<file path="config.mk">
export PLATFORM = sky130hd
export DESIGN_NAME = tcb_dec
export DESIGN_NICKNAME = d
export VERILOG_FILES = /design/src/rtl/tcb_pkg.sv /design/src/rtl/tcb_dec_pipe.sv /design/src/rtl/tcb_dec.sv
export SDC_FILE = /design/constraint.sdc
export NUM_CORES = 1
export LEC_CHECK = 0
export CAP_MARGIN = 10
export CELL_PAD_IN_SITES_DETAIL_PLACEMENT = 0
export CELL_PAD_IN_SITES_GLOBAL_PLACEMENT = 1
export CORE_MARGIN = 2
export CORE_UTILIZATION = 12
export DETAILED_ROUTE_END_ITERATION = 10
export MAX_ROUTING_LAYER = met4
export PLACE_DENSITY_LB_ADDON = 0.2
export RECOVER_POWER = 25
export SYNTH_ARGS = -nofsm -noshare
export SYNTH_HDL_FRONTEND = slang
export SYNTH_SLANG_ARGS = --single-unit
</file>
<file path="constraint.sdc">
create_clock -name clk -period 1.75 [get_ports clk]
set_clock_uncertainty 0.15 [all_clocks]
set_input_delay 0.525 -clock clk [delete_from_list [all_inputs] [get_ports clk]]
set_output_delay 0.525 -clock clk [all_outputs]
set_load 0.05 [all_outputs]
</file>
<file path="src/rtl/tcb_pkg.sv">
// Shared TCB types: port-select index, response-tracking stage and the address match rule.
package tcb_pkg;

  localparam int unsigned TCB_BN_MAX  = 16;
  localparam int unsigned TCB_DLY_MAX = 4;
  localparam int unsigned TCB_AW_MAX  = 64;
  localparam int unsigned TCB_SEL_W   = $clog2(TCB_BN_MAX);

  typedef logic [TCB_SEL_W-1:0] tcb_sel_t;

  typedef struct packed {
    logic     v;
    tcb_sel_t sel;
    logic     miss;
  } tcb_dec_stage_t;

  function automatic logic tcb_dec_match(
    input logic [TCB_AW_MAX-1:0] adr,
    input logic [TCB_AW_MAX-1:0] base,
    input logic [TCB_AW_MAX-1:0] mask
  );
    return (adr & mask) == (base & mask);
  endfunction

endpackage

</file>
<file path="src/rtl/tcb_dec_pipe.sv">
// Fixed-latency response tracker: a never-stalling DLY-deep shift register of {v, sel, miss}.
module tcb_dec_pipe
  import tcb_pkg::*;
#(
  parameter int unsigned DLY = 1
)(
  input  logic           clk,
  input  logic           rst_n,
  input  tcb_dec_stage_t d_i,
  output tcb_dec_stage_t q_o
);

  tcb_dec_stage_t stage_q [DLY];
  tcb_dec_stage_t stage_d [DLY];

  always_comb begin
    stage_d[0] = d_i;
    for (int k = 1; k < int'(DLY); k++) begin
      stage_d[k] = stage_q[k-1];
    end
  end

  // NOTE: every stage is reset, not just the valid bits' consumer; a stale v
  // left in any stage would surface as a phantom response after reset release.
  always_ff @(posedge clk or negedge rst_n) begin
    if (!rst_n) begin
      for (int k = 0; k < int'(DLY); k++) begin
        stage_q[k] <= '0;
      end
    end else begin
      // NOTE: non-blocking so each stage samples its neighbour's old value.
      for (int k = 0; k < int'(DLY); k++) begin
        stage_q[k] <= stage_d[k];
      end
    end
  end

  assign q_o = stage_q[DLY-1];

endmodule

</file>
<file path="src/rtl/tcb_dec.sv">
// TCB address decoder: routes one master onto BN slave ports; read data is steered
// back through a pipeline of port selects matching the fixed read latency.
module tcb_dec
  import tcb_pkg::*;
#(
  parameter int unsigned   AW  = 32,
  parameter int unsigned   DW  = 32,
  parameter int unsigned   SW  = DW/8,
  parameter int unsigned   BN  = 2,
  parameter int unsigned   DLY = 1,
  parameter logic [AW-1:0] BASE [BN] = '{32'h0000_0000, 32'h8000_0000},
  parameter logic [AW-1:0] MASK [BN] = '{32'h8000_0000, 32'h8000_0000}
)(
  input  logic                   clk,
  input  logic                   rst,
  input  logic                   s_vld,
  input  logic                   s_wen,
  input  logic [AW-1:0]          s_adr,
  input  logic [SW-1:0]          s_ben,
  input  logic [DW-1:0]          s_wdt,
  output logic [DW-1:0]          s_rdt,
  output logic                   s_rdy,
  output logic                   s_err,
  output logic [BN-1:0]          m_vld,
  output logic [BN-1:0]          m_wen,
  output logic [BN-1:0][AW-1:0]  m_adr,
  output logic [BN-1:0][SW-1:0]  m_ben,
  output logic [BN-1:0][DW-1:0]  m_wdt,
  input  logic [BN-1:0][DW-1:0]  m_rdt,
  input  logic [BN-1:0]          m_rdy
);

  if (BN < 1 || BN > TCB_BN_MAX) begin : g_chk_bn
    $fatal(1, "tcb_dec: BN must be in 1..%0d", TCB_BN_MAX);
  end
  if (DLY > TCB_DLY_MAX) begin : g_chk_dly
    $fatal(1, "tcb_dec: DLY must be in 0..%0d", TCB_DLY_MAX);
  end
  if ($size(BASE) != BN || $size(MASK) != BN) begin : g_chk_map
    $fatal(1, "tcb_dec: BASE/MASK must have BN entries");
  end
  if (AW > TCB_AW_MAX) begin : g_chk_aw
    $fatal(1, "tcb_dec: AW must not exceed %0d", TCB_AW_MAX);
  end

  tcb_sel_t       sel;
  logic           miss;
  logic           sel_rdy;
  logic           trn;
  tcb_dec_stage_t cur;
  tcb_dec_stage_t rsp;

  // Scanning from the top down lets the lowest matching port overwrite the rest.
  always_comb begin
    // NOTE: defaults first so every path assigns sel/miss and no latch is inferred.
    sel  = '0;
    miss = 1'b1;
    for (int i = int'(BN) - 1; i >= 0; i--) begin
      if (tcb_dec_match(TCB_AW_MAX'(s_adr), TCB_AW_MAX'(BASE[i]), TCB_AW_MAX'(MASK[i]))) begin
        sel  = tcb_sel_t'(i);
        miss = 1'b0;
      end
    end
  end

  always_comb begin
    sel_rdy = 1'b0;
    m_vld   = '0;
    for (int i = 0; i < int'(BN); i++) begin
      if (sel == tcb_sel_t'(i)) begin
        sel_rdy  = m_rdy[i];
        m_vld[i] = s_vld & ~miss;
      end
    end
  end

  assign m_wen = {BN{s_wen}};
  assign m_adr = {BN{s_adr}};
  assign m_ben = {BN{s_ben}};
  assign m_wdt = {BN{s_wdt}};

  // A decode miss is acknowledged at once so an unmapped access never hangs the master.
  assign s_rdy = miss | sel_rdy;
  assign trn   = s_vld & s_rdy;

  always_comb begin
    cur      = '0;
    cur.v    = trn & ~s_wen;
    cur.sel  = sel;
    cur.miss = miss;
  end

  if (DLY == 0) begin : g_rsp_comb
    assign rsp = cur;
  end else begin : g_rsp_pipe
    tcb_dec_pipe #(
      .DLY (DLY)
    ) u_pipe (
      .clk   (clk),
      .rst_n (rst),
      .d_i   (cur),
      .q_o   (rsp)
    );
  end

  always_comb begin
    s_rdt = '0;
    for (int i = 0; i < int'(BN); i++) begin
      if (rsp.v && !rsp.miss && rsp.sel == tcb_sel_t'(i)) begin
        s_rdt = m_rdt[i];
      end
    end
  end

  assign s_err = rsp.v & rsp.miss;

endmodule

</file>
==> run metrics <==
Final Routed Wirelength 5.91 mm; Post-Route Utilization approximately a fifth; floorplan die height 124 um; peak supply drop ~0.00023 V; number of design rule violations left after detail routing 0; I/O Buffers about 110; Net Count, Synth around 360; count of pins on the block boundary between 300 and 400; layout net count 330; sum of negative setup slack -9.13 ns; min-delay worst type input port to async pin; starting utilization of the core area between 10% and 20%; die area between 15000 and 20000 sq um; number of clock buffers inserted by TritonCTS 3; total global routing overflow 0; maximum number of pins on one net before global-route repair 33; total of endpoints with negative setup slack in the final report 37; Placed Area about 2600 sq um; failing checks negative setup slack; Clock transition at path regs around 0.030 ns; maximum fanout encountered on the critical timing path 7; Area Overhead vs Synth 64.6%; uppermost metal layer occupied by signal nets met4; post-synthesis cell count 217; deepest level of the CTS H-tree 1; global routing usage summed across all routing layers between 6 and 7%; ratio of cells with drive above 1 in the final layout 59.7%; Std-Cell Core Area about 14000 sq um; wire length of the first global-routing pass just under 8 mm; WL/cell approximately 16 um; final slew viol count 0; max FFs per register 2; final setup margin -0.319 ns; Peak Freq roughly 480 MHz; hold_buf cts 0; type of element capturing the critical path output pin; distinct cell type count of the synthesized netlist 11; CTS tree built; Final Hold Viols 0; post-synthesis sequential area ratio a little under 3%; detailed-routing wirelength on met1 ~1.8 mm; Static Leakage about 1.1 nW; min Tclk post-route a little over 2 ns; commonest cells after routing, fill and taps aside dlygate4sd2_1, buf_12, nor2b_4; number of placed cells counting well taps between 300 and 400; Place WS -0.482 ns; remaining number of nets flagged by the antenna check after routing 0; number of register bits inferred by synthesis 2; clock root buffer clkbuf_16; Final period util 118%; Avg Synthesized Cell Area ~8 sq um; vias post-DR 1147; Yosys Warn Count 0; unrepaired setup endpoints after global routing yes; run status finished, violations left; FP Rows between 40 and 50; data required time at the worst endpoint 1.07 ns; average vias per placed instance between 3 and 4; Cell Area, Synth approximately 1700 sq um; metal3 WL about 1.1 mm; wire length on met2 around 2.8 mm; number of global-route vias before repair ~1200; path type of the worst setup path flop to output pin; number of sinks handled by clock tree synthesis 2; worst slack on hold paths between 0.3 and 0.4 ns; last weighted congestion value of the routability-driven placer 0.631; count of maximum capacitance violations 0; non-filler instance count after layout ~370; post-route standard cell area excluding fillers around 2900 sq um; post-detailed-placement half-perimeter wirelength between 5 and 6 mm; Worst Path Arrival about 1.4 ns; CTS Buffer Depth 2; launching element type of the critical path flop; total power after layout 1.05 mW; die width 124 um; antenna violations before repair 1; first-pass detailed-route iteration total 2; Starting DRT DRC Count 30; PwrDens ~370 nW/um^2
## worst max-delay path, cell delays in order (launching register included)
cell	delay, ns
dfrtp_2	0.43
buf_4	0.15
buf_12	0.14
mux2i_4	0.18
nor2b_4	0.13
buf_12	0.14
## synth_stat cells
master | n | area [sq um]
buf_4 | 139 | 1040
nor2b_1 | 33 | 206
conb_1 | 1 | 3.75
clkbuf_1 | 3 | 11.3
dfrtp_1 | 2 | 50.1
mux2i_1 | 32 | 320
and3b_1 | 1 | 8.76
mux2_2 | 1 | 11.3
buf_12 | 3 | 60.1
buf_6 | 1 | 11.3
and2_1 | 1 | 6.26
## per-layer routing
layer	GRT usage (%)	up-vias
met5	-	-
met4	4.07	0
met3	3.89	33
met2	11.6	134
met1	6.30	493
li1	-	487
## report_power, final
group          internal (mW)  total [mW]  switching, mW
clock                  0.300       0.354         0.0546
sequential            0.0491      0.0519        0.00281
combinational          0.358       0.648          0.290
## kinds of logic after synthesis
family	after synthesis	share of synthesized area, %
flip-flops	2	2.89
other	1	0.216
buffers and inverters	146	65.0
multiplexers	33	19.1
AND/OR/NAND/NOR	35	12.8
## worst max path at each step
stage                                   startpoint  cells past startpoint  slack [ns]   endpoint
final                     g_rsp_pipe.u_pipe.q_o[1]                      5       -0.32   s_rdt[2]
after floorplan           g_rsp_pipe.u_pipe.q_o[1]                      4       -0.12  s_rdt[10]
after global routing      g_rsp_pipe.u_pipe.q_o[1]                      5       -0.36   s_rdt[2]
after detailed placement                 s_adr[31]                      3       -0.48      s_rdy
after CTS                 g_rsp_pipe.u_pipe.q_o[1]                      4       -0.31  s_rdt[27]
after global placement                   s_adr[31]                      3       -0.47      s_rdy
## final cells by class
cell class,count,area [sq um]
Timing Repair Buffer,116,1540
Fill cell,1522,11100
Antenna cell,1,2.50
Sequential cell,2,51.3
Tap cell,180,225
Clock buffer,4,78.8
Multi-Input combinational cell,69,953
## repair_timing
item                                    4_1_cts  5_1_grt
setup buffers                                 1        1
resized for setup                            87       16
pin swaps                                     1        0
endpoints found under the setup margin       39       35
cloned                                        0        0
Note: power is estimated with default switching activity, not from simulation.
